--- config.mk ---
export PLATFORM = sky130hd
export DESIGN_NAME = external_bus_reg_bank_flat
export DESIGN_NICKNAME = d
export VERILOG_FILES = /design/src/rtl/external_bus_reg_bank_if.sv /design/src/rtl/external_bus_reg_bank.sv /design/src/flat_wrapper.sv
export SDC_FILE = /design/constraint.sdc
export NUM_CORES = 1
export LEC_CHECK = 0
export BUFFER_PORTS_ARGS = -buffer_cell sky130_fd_sc_hd__buf_2
export CAP_MARGIN = 10
export CELL_PAD_IN_SITES_DETAIL_PLACEMENT = 0
export CELL_PAD_IN_SITES_GLOBAL_PLACEMENT = 1
export CORE_MARGIN = 8
export CORE_UTILIZATION = 25
export CTS_CLUSTER_DIAMETER = 100
export CTS_CLUSTER_SIZE = 24
export DETAILED_ROUTE_END_ITERATION = 8
export PLACE_DENSITY = 0.52
export SYNTH_ARGS = -nofsm -noshare
export SYNTH_HDL_FRONTEND = slang
export SYNTH_SLANG_ARGS = --single-unit
export TNS_END_PERCENT = 30
--- constraint.sdc ---
create_clock -name clk_clk -period 11.6 [get_ports clk_clk]
set_clock_uncertainty 0.2 [all_clocks]
set_input_delay 1.74 -clock clk_clk [delete_from_list [all_inputs] [get_ports clk_clk]]
set_output_delay 1.74 -clock clk_clk [all_outputs]
set_load 0.005 [all_outputs]
--- src/rtl/external_bus_reg_bank_if.sv ---
// Bus-side signal bundle for external_bus_reg_bank: request/handshake from the
// master, acknowledge and read data back from the register bank.
interface external_bus_reg_bank_if #(
    parameter int ADDR_WIDTH = 19,
    parameter int DATA_WIDTH = 16
);
    logic [ADDR_WIDTH-1:0]   address;
    logic                    bus_enable;
    logic [DATA_WIDTH/8-1:0] byte_enable;
    logic                    rw;
    logic [DATA_WIDTH-1:0]   write_data;
    logic                    acknowledge;
    logic [DATA_WIDTH-1:0]   read_data;

    modport master (
        output address,
        output bus_enable,
        output byte_enable,
        output rw,
        output write_data,
        input  acknowledge,
        input  read_data
    );

    modport slave (
        input  address,
        input  bus_enable,
        input  byte_enable,
        input  rw,
        input  write_data,
        output acknowledge,
        output read_data
    );
endinterface

--- src/rtl/external_bus_reg_bank.sv ---
// Byte-lane writable register bank on a held-request external bus with
// programmable wait states; one transaction per request assertion.
module external_bus_reg_bank #(
    parameter int DATA_WIDTH  = 16,
    parameter int NUM_REGS    = 4,
    parameter int ADDR_WIDTH  = 19,
    parameter int WAIT_STATES = 0
) (
    input  logic                           clk_clk,
    input  logic                           reset_reset,
    external_bus_reg_bank_if.slave         bus,
    output logic [NUM_REGS*DATA_WIDTH-1:0] reg_out,
    output logic [NUM_REGS-1:0]            write_strobe,
    output logic                           busy
);
    localparam int LANES = DATA_WIDTH / 8;
    localparam int LSB   = $clog2(LANES);
    localparam int IDX_W = $clog2(NUM_REGS);

    localparam logic [1:0] S_IDLE = 2'd0;
    localparam logic [1:0] S_WAIT = 2'd1;
    localparam logic [1:0] S_ACK  = 2'd2;
    localparam logic [1:0] S_HOLD = 2'd3;

    localparam logic [3:0] WS_LOAD = 4'(WAIT_STATES);

    logic [1:0]            r_state;
    logic [3:0]            r_cnt;
    logic [IDX_W-1:0]      r_idx;
    logic                  r_rw;
    logic [LANES-1:0]      r_be;
    logic [DATA_WIDTH-1:0] r_wdata;
    logic                  r_ack;
    logic [NUM_REGS-1:0]   r_strobe;
    logic [DATA_WIDTH-1:0] r_rdata;
    logic [DATA_WIDTH-1:0] r_regs [NUM_REGS];

    logic [IDX_W-1:0]      w_idx;
    logic                  w_unused_addr;

    // Upper address bits are deliberately ignored so the bank aliases.
    assign w_idx         = bus.address[LSB +: IDX_W];
    assign w_unused_addr = ^bus.address;

    always_ff @(posedge clk_clk or posedge reset_reset) begin
        if (reset_reset) begin
            r_state  <= S_IDLE;
            r_cnt    <= '0;
            r_idx    <= '0;
            r_rw     <= 1'b0;
            r_be     <= '0;
            r_wdata  <= '0;
            r_ack    <= 1'b0;
            r_strobe <= '0;
            r_rdata  <= '0;
            for (int unsigned k = 0; k < NUM_REGS; k++) begin
                r_regs[k] <= '0;
            end
        end else begin
            r_ack    <= 1'b0;
            r_strobe <= '0;
            case (r_state)
                S_IDLE: begin
                    if (bus.bus_enable) begin
                        r_idx   <= w_idx;
                        r_rw    <= bus.rw;
                        r_be    <= bus.byte_enable;
                        r_wdata <= bus.write_data;
                        r_cnt   <= WS_LOAD;
                        r_state <= S_WAIT;
                    end
                end
                S_WAIT: begin
                    if (!bus.bus_enable) begin
                        r_state <= S_IDLE;
                    end else if (r_cnt == '0) begin
                        r_state <= S_ACK;
                        r_ack   <= 1'b1;
                        if (r_rw) begin
                            r_rdata <= r_regs[r_idx];
                        end else begin
                            for (int unsigned i = 0; i < LANES; i++) begin
                                if (r_be[i]) begin
                                    r_regs[r_idx][i*8 +: 8] <= r_wdata[i*8 +: 8];
                                end
                            end
                            if (|r_be) begin
                                r_strobe[r_idx] <= 1'b1;
                            end
                        end
                    end else begin
                        r_cnt <= r_cnt - 4'd1;
                    end
                end
                S_ACK: begin
                    r_state <= bus.bus_enable ? S_HOLD : S_IDLE;
                end
                S_HOLD: begin
                    if (!bus.bus_enable) begin
                        r_state <= S_IDLE;
                    end
                end
                default: r_state <= S_IDLE;
            endcase
        end
    end

    for (genvar k = 0; k < NUM_REGS; k++) begin : g_flat
        assign reg_out[k*DATA_WIDTH +: DATA_WIDTH] = r_regs[k];
    end

    assign bus.acknowledge = r_ack;
    assign bus.read_data   = r_rdata;
    assign write_strobe    = r_strobe;
    assign busy            = (r_state != S_IDLE);
endmodule

--- src/flat_wrapper.sv ---
// flat-port wrapper written by rule: the top's interface ports become plain ports
module external_bus_reg_bank_flat 
#(
    parameter int DATA_WIDTH  = 16,
    parameter int NUM_REGS    = 4,
    parameter int ADDR_WIDTH  = 19,
    parameter int WAIT_STATES = 0
)
  (clk_clk, reset_reset, reg_out, write_strobe, busy, bus_address, bus_bus_enable, bus_byte_enable, bus_rw, bus_write_data, bus_acknowledge, bus_read_data);
  external_bus_reg_bank_if #(.ADDR_WIDTH(ADDR_WIDTH), .DATA_WIDTH(DATA_WIDTH)) bus_i ();
  input  logic clk_clk;
  input  logic reset_reset;
  output logic [NUM_REGS*DATA_WIDTH-1:0] reg_out;
  output logic [NUM_REGS-1:0] write_strobe;
  output logic busy;
  input wire logic [$bits(bus_i.address)-1:0] bus_address;
  input wire logic [$bits(bus_i.bus_enable)-1:0] bus_bus_enable;
  input wire logic [$bits(bus_i.byte_enable)-1:0] bus_byte_enable;
  input wire logic [$bits(bus_i.rw)-1:0] bus_rw;
  input wire logic [$bits(bus_i.write_data)-1:0] bus_write_data;
  output wire logic [$bits(bus_i.acknowledge)-1:0] bus_acknowledge;
  output wire logic [$bits(bus_i.read_data)-1:0] bus_read_data;
  assign bus_i.address = bus_address;
  assign bus_i.bus_enable = bus_bus_enable;
  assign bus_i.byte_enable = bus_byte_enable;
  assign bus_i.rw = bus_rw;
  assign bus_i.write_data = bus_write_data;
  assign bus_acknowledge = bus_i.acknowledge;
  assign bus_read_data = bus_i.read_data;
  external_bus_reg_bank #(.DATA_WIDTH(DATA_WIDTH), .NUM_REGS(NUM_REGS), .ADDR_WIDTH(ADDR_WIDTH), .WAIT_STATES(WAIT_STATES)) u_core (.clk_clk(clk_clk), .reset_reset(reset_reset), .bus(bus_i), .reg_out(reg_out), .write_strobe(write_strobe), .busy(busy));
endmodule
Word-level counts from Yosys, hierarchy flattened
Cells that the tools add are included.

word-level totals
  flip-flop bits (word level) = 112
  logic and storage cells = 75
  bits of input ports = 41

cells by class
  $lt $le $gt $ge = 4
  reduce and logical (&&, ||, !) cells = 12
  $add $sub $neg = 1
  mux-type cells = 35
  eq/ne operators = 8
  bitwise operators = 2

operator list
  cell                                                                          count
  64-bit two-way mux                                                            6
  64-bit bitwise mux                                                            2
  16-bit demux with 2-bit select                                                2
  16-bit two-way mux                                                            3
  16-bit binary-select mux with 2-bit select                                    1
  4-bit two-way mux                                                             8
  4-bit AND reduction                                                           3
  2-bit two-way mux                                                             5
  8-bit two-way mux                                                             1
  2-bit != test, second input constant                                          4
  2-bit one-hot mux with 4 select lines                                         1
  4-bit one-hot mux with 2 select lines                                         1
  2-bit == test, second input constant                                          2
  4-bit logical NOT                                                             1
  1-bit two-way mux                                                             4
  2-bit nonzero test                                                            2
  4-bit by 1-bit subtractor with 4-bit output, second input constant            1
  3-bit greater-or-equal comparator, second input constant                      1
  2-bit by 3-bit less-than comparator with 1-bit output, second input constant  1
  3-bit by 1-bit less-than comparator with 1-bit output, second input constant  1
  3-bit by 2-bit != test with 1-bit output, second input constant               1
  2-bit inverter with 3-bit output                                              1
  3-bit AND reduction                                                           1
  1-bit demux with 2-bit select                                                 1
  7 further kinds                                                               8

Logic depth before layout (Yosys ltp)
  word-level depth = 13
  mapped depth = 6

Worst setup path after synthesis
OpenSTA, ideal clock, no wires.

  path kind = input to register
  from = in bus_bus_enable
  to = reg u_core.r_regs, in the netlist u_core.reg_out[49]
  data arrival time = 2786 ps
  stages = 4
  setup time = 125 ps
  required time = 11275 ps
  setup slack = 8489 ps
  path through = nand2b_1 buf_2 nor4b_4 mux2_2

on the way
  longest elaborated chain between the ends = 1

RTL lines
  item                           line                         text
  start, declared                flat_wrapper.sv:17           input wire logic [$bits(bus_i.bus_enable)-1:0] bus_bus_enable;
  4-bit AND reduction (no line)  -
  end signal, assigned by index  external_bus_reg_bank.sv:84  r_regs[r_idx][i*8 +: 8] <= r_wdata[i*8 +: 8];
  end, declared                  external_bus_reg_bank.sv:36  logic [DATA_WIDTH-1:0] r_regs [NUM_REGS];

Every way passes these cells.
A chain may end at the register's enable or synchronous reset.

Final worst setup path
  from = in bus_bus_enable
  to = reg u_core.r_regs, in the netlist u_core.reg_out[10]

Same word-level chain as after synthesis.

==> flow_summary.html <==
<table>
<tr><th>Metric</th><th>Value</th></tr>
<tr><th colspan="2">GRT</th></tr>
<tr><td>Final global-route overflow total</td><td>0</td></tr>
<tr><td>Vias in the first global route</td><td>3302</td></tr>
<tr><td>Wire length of the first global-routing pass</td><td>20.6 mm</td></tr>
<tr><td>Antenna violations before repair</td><td>0</td></tr>
<tr><td>Maximum number of pins on one net before global-route repair</td><td>64</td></tr>
<tr><td>Combined global-route utilization of all metal layers</td><td>11.5%</td></tr>
<tr><th colspan="2">Critical path</th></tr>
<tr><td>Beginning of the worst register-to-register path</td><td>u_core.r_cnt[0]</td></tr>
<tr><td>Worst Reg2Reg Path Length in Cells</td><td>5</td></tr>
<tr><td>Worst R2R Setup Slack</td><td>9.06 ns</td></tr>
<tr><td>Signal arrival time at the worst endpoint</td><td>3.55 ns</td></tr>
<tr><td>Startpoint types</td><td>primary input</td></tr>
<tr><td>Path type of the worst setup path</td><td>primary input to flip-flop</td></tr>
<tr><td>Maximum net fanout on the critical path</td><td>8</td></tr>
<tr><td>RR Endpoint</td><td>u_core.bus.read_data[7]</td></tr>
<tr><td>Req. time, crit path</td><td>11.63 ns</td></tr>
<tr><td>Kind of end point of the critical path</td><td>flip-flop</td></tr>
<tr><th colspan="2">STA</th></tr>
<tr><td>Total negative slack</td><td>0 ns</td></tr>
<tr><td>Setup repair after global routing missed its margin</td><td>no</td></tr>
<tr><td>Hold Worst Slack</td><td>0.301 ns</td></tr>
<tr><td>Rel. slew slack</td><td>34.1%</td></tr>
<tr><td>Count of final setup violators</td><td>0</td></tr>
<tr><td>Number of endpoints with negative hold slack in the final report</td><td>0</td></tr>
<tr><td>Max-slew violation count</td><td>0</td></tr>
<tr><td>Final critical-path share of the clock period</td><td>30.4%</td></tr>
<tr><td>Slew of the pin with the lowest slew margin</td><td>0.975 ns</td></tr>
<tr><td>Fin crit period</td><td>3.52 ns</td></tr>
<tr><td>Max Clock Freq</td><td>0.284 GHz</td></tr>
<tr><th colspan="2">Die</th></tr>
<tr><td>Die Wd</td><td>153 um</td></tr>
<tr><td>Starting utilization of the core area</td><td>25.3%</td></tr>
<tr><td>Die area</td><td>0.0235 mm2</td></tr>
<tr><td>Count of standard-cell rows</td><td>50</td></tr>
<tr><td>Die height</td><td>153 um</td></tr>
<tr><td>I/O pin count</td><td>127</td></tr>
<tr><td>Placeable Area</td><td>0.0186 mm2</td></tr>
<tr><th colspan="2">Worst hold path</th></tr>
<tr><td>WHS Path Cells</td><td>1</td></tr>
<tr><td>Type of the worst min-delay path</td><td>flip-flop to flip-flop</td></tr>
<tr><td>Worst-case hold path end point</td><td>u_core.bus.read_data[15]</td></tr>
<tr><td>Startpoint of the tightest hold check path</td><td>u_core.bus.read_data[15]</td></tr>
<tr><th colspan="2">Clock tree</th></tr>
<tr><td># clock sinks</td><td>112</td></tr>
<tr><td>Clock edge transition at the registers on the reported setup and hold paths</td><td>0.07 ns</td></tr>
<tr><td>TritonCTS clock tree</td><td>done</td></tr>
<tr><td>Clock latency reported for the late side of the worst-skew pair</td><td>0.35 ns</td></tr>
<tr><td>CTS max path bufs</td><td>2</td></tr>
<tr><td>Post-CTS Repair Setup Buffers</td><td>0</td></tr>
<tr><td>TritonCTS Buffers</td><td>9</td></tr>
<tr><td>CTS root buffer</td><td>sky130_fd_sc_hd__clkbuf_16</td></tr>
<tr><td>Number of buffers inserted for hold repair after clock tree synthesis</td><td>0</td></tr>
<tr><td>Post-cts gate resize count</td><td>0</td></tr>
<tr><td>Clock H-tree levels</td><td>3</td></tr>
<tr><th colspan="2">Drt</th></tr>
<tr><td>Via density per instance</td><td>4.48</td></tr>
<tr><td>Detailed-route wire length per cell</td><td>20.2 um</td></tr>
<tr><td>Via count</td><td>2870</td></tr>
<tr><td>Iteration-0 DRC count of the detailed router</td><td>133</td></tr>
<tr><td># DRC</td><td>0</td></tr>
<tr><td>Routed Wire Length</td><td>12.9 mm</td></tr>
<tr><td>Final ANT Viol Nets</td><td>0</td></tr>
<tr><td>Detailed-router iteration count before antenna repair</td><td>4</td></tr>
<tr><th colspan="2">Synthesis</th></tr>
<tr><td>Async set-reset flop share out of synthesis</td><td>100%</td></tr>
<tr><td>Fraction of synthesized cell area taken by the top area cell type</td><td>59.4%</td></tr>
<tr><td>Summed instance area of the synthesized netlist</td><td>0.00472 mm2</td></tr>
<tr><td>Cell type with the highest aggregate area in the netlist</td><td>sky130_fd_sc_hd__dfrtp_1</td></tr>
<tr><td>Post-synthesis register bit count</td><td>112</td></tr>
<tr><td>Top cells by area, synth</td><td>sky130_fd_sc_hd__dfrtp_1 59%, sky130_fd_sc_hd__mux2_2 24%, sky130_fd_sc_hd__mux4_2 7.6%</td></tr>
<tr><td>Synthesis Warnings</td><td>0</td></tr>
<tr><td>Net count after synthesis</td><td>331</td></tr>
<tr><td>Distinct cell type count after synthesis</td><td>30</td></tr>
<tr><td>Post-synth EDFFs</td><td>0</td></tr>
<tr><td>Most frequently used flop master after synthesis</td><td>sky130_fd_sc_hd__dfrtp_1</td></tr>
<tr><td>Synthesized area per cell</td><td>16.3 um2</td></tr>
<tr><td>Sequential cell area fraction in the yosys report</td><td>59.4%</td></tr>
<tr><td>Gate count after technology mapping</td><td>289</td></tr>
<tr><th colspan="2">Power and ir drop</th></tr>
<tr><td>Int Power</td><td>0.984 mW</td></tr>
<tr><td>Switching share of power</td><td>32.2%</td></tr>
<tr><td>Power density cells</td><td>248 mW/mm2</td></tr>
<tr><td>Leakage power summed over all cells</td><td>2.95 nW</td></tr>
<tr><td>Portion of total power attributed to sequential cells</td><td>44.4%</td></tr>
<tr><td>Switch Pwr</td><td>0.467 mW</td></tr>
<tr><td>Relative contribution of the clock network to total power</td><td>23.2%</td></tr>
<tr><td>Share of total power in combinational logic</td><td>32.3%</td></tr>
<tr><td>Peak supply drop</td><td>0.0000961 V</td></tr>
<tr><th colspan="2">Place</th></tr>
<tr><td>IO buf count</td><td>109</td></tr>
<tr><td>Placer Congestion</td><td>0.728</td></tr>
<tr><td>Placed wire-length estimate after detailed placement</td><td>8.90 mm</td></tr>
<tr><th colspan="2">Job</th></tr>
<tr><td>Max-Cap Viols</td><td>0</td></tr>
<tr><th colspan="2">Layout</th></tr>
<tr><td>Number of filler cells placed in the layout</td><td>1888</td></tr>
<tr><td>Count of nets after finishing</td><td>443</td></tr>
<tr><td>Ratio of cells with drive above 1 in the final layout</td><td>63.5%</td></tr>
<tr><td>Layout overhead on the synthesized area</td><td>24.2%</td></tr>
<tr><th colspan="2">Status</th></tr>
<tr><td>Result of the run</td><td>completed</td></tr>
</table>
[synth_stat cells, types with 2 or more instances]
library cell and n:
sky130_fd_sc_hd__mux4_2 16, sky130_fd_sc_hd__nor3_1 2, sky130_fd_sc_hd__clkbuf_1 3, sky130_fd_sc_hd__mux2_2 100, sky130_fd_sc_hd__nand2_1 2, sky130_fd_sc_hd__o21a_1 2, sky130_fd_sc_hd__dfrtp_1 112, sky130_fd_sc_hd__nor2b_1 6
sky130_fd_sc_hd__nand4_2 4, sky130_fd_sc_hd__nand3_2 4, sky130_fd_sc_hd__nand2b_1 2, sky130_fd_sc_hd__buf_2 7, sky130_fd_sc_hd__inv_1 3, sky130_fd_sc_hd__nor2_1 5, sky130_fd_sc_hd__o21ai_0 6
[cell families after synthesis]
kind of cell    synth area share, %
mux                            31.7
flops                          59.4
simple gates                   5.70
compound gates                 1.46
fa+ha+maj                     0.265
buf+inv                        1.46
[sequential cells by signal (all words and copies together), names as in the netlist]
| signal | flops |
|---|---|
| u_core.bus.acknowledge | 1 |
| u_core.bus.read_data | 16 |
| u_core.r_be | 2 |
| u_core.r_cnt | 4 |
| u_core.r_idx | 2 |
| u_core.r_rw | 1 |
| u_core.r_state | 2 |
| u_core.r_wdata | 16 |
| u_core.reg_out | 64 |
| u_core.write_strobe | 4 |
[power groups by stage]
stage / combinational (mW) / sequential [mW] / clock (mW)
final: 0.469 / 0.645 / 0.337
after global routing: 0.519 / 0.669 / 0.369
after CTS: 0.483 / 0.646 / 0.351
after detailed placement: 0.482 / 0.653 / 0
after global placement: 0.475 / 0.648 / 0
after floorplan: 0.302 / 0.625 / 0
[layout make-up]
| class | count | area [um2] | share of cell area (%) |
|---|---|---|---|
| sequential | 112 | 2800 | 47.8 |
| multi-input combinational | 162 | 1850 | 31.6 |
| timing repair buffer | 113 | 576 | 9.82 |
| tap | 234 | 293 | 5.00 |
| clock buffer | 12 | 256 | 4.38 |
| clock inverter | 3 | 65.1 | 1.11 |
| inverter | 3 | 13.8 | 0.235 |
| antenna | 1 | 2.50 | 0.0427 |
[worst max-delay path by stage]
| stage | to | depth (start not counted) | from | slack (ns) |
|---|---|---|---|---|
| after floorplan | u_core.bus.acknowledge | 1 | reset_reset | 6.70 |
| after global placement | u_core.r_idx[1] | 5 | bus_bus_enable | 7.74 |
| after detailed placement | u_core.reg_out[13] | 4 | bus_bus_enable | 7.70 |
| after CTS | u_core.reg_out[59] | 4 | bus_bus_enable | 8.08 |
| after global routing | u_core.reg_out[13] | 4 | bus_bus_enable | 7.95 |
| final | u_core.reg_out[10] | 4 | bus_bus_enable | 8.08 |
[worst max-delay path: stages]
cell and delay, ns:
sky130_fd_sc_hd__buf_2 0.12, sky130_fd_sc_hd__nor4bb_1 0.78, sky130_fd_sc_hd__nand3_2 0.51, sky130_fd_sc_hd__mux2_2 0.40
[placed cells by master, fill, tap and decap left out, types with 6 or more instances in the layout]
cell,netlist,final
sky130_fd_sc_hd__mux2_2,100,100
sky130_fd_sc_hd__mux4_2,16,16
sky130_fd_sc_hd__o21ai_0,6,6
sky130_fd_sc_hd__nor2b_1,6,6
sky130_fd_sc_hd__clkbuf_16,0,9
sky130_fd_sc_hd__buf_2,7,109
sky130_fd_sc_hd__dfrtp_1,112,112
[per-layer routing]
layer  share of wire (%)  up-vias  global-route usage (%)
li1                    -     1295                       -
met1                  47     1467                    14.8
met2                  44      100                    17.7
met3                 7.9        8                    4.68
met4                0.97        0                    2.80
met5                   0        -                       0
[through the flow]
stage | power [mW] | area [um2] | std cells | utilization (%) | setup slack [ns]
6_report | 1.45 | 5860 | 640 | 31.4 | 8.08
5_1_grt | 1.56 | 5860 | 639 | 31.4 | 7.95
4_1_cts | 1.48 | 5860 | 639 | 31.4 | 8.08
3_5_place_dp | 1.14 | 5540 | 624 | 29.7 | 7.70
3_3_place_gp | 1.12 | 5540 | 624 | 29.7 | 7.74
2_1_floorplan | 0.927 | 4720 | 289 | - | 6.70
(Power assumes the default switching activity.)
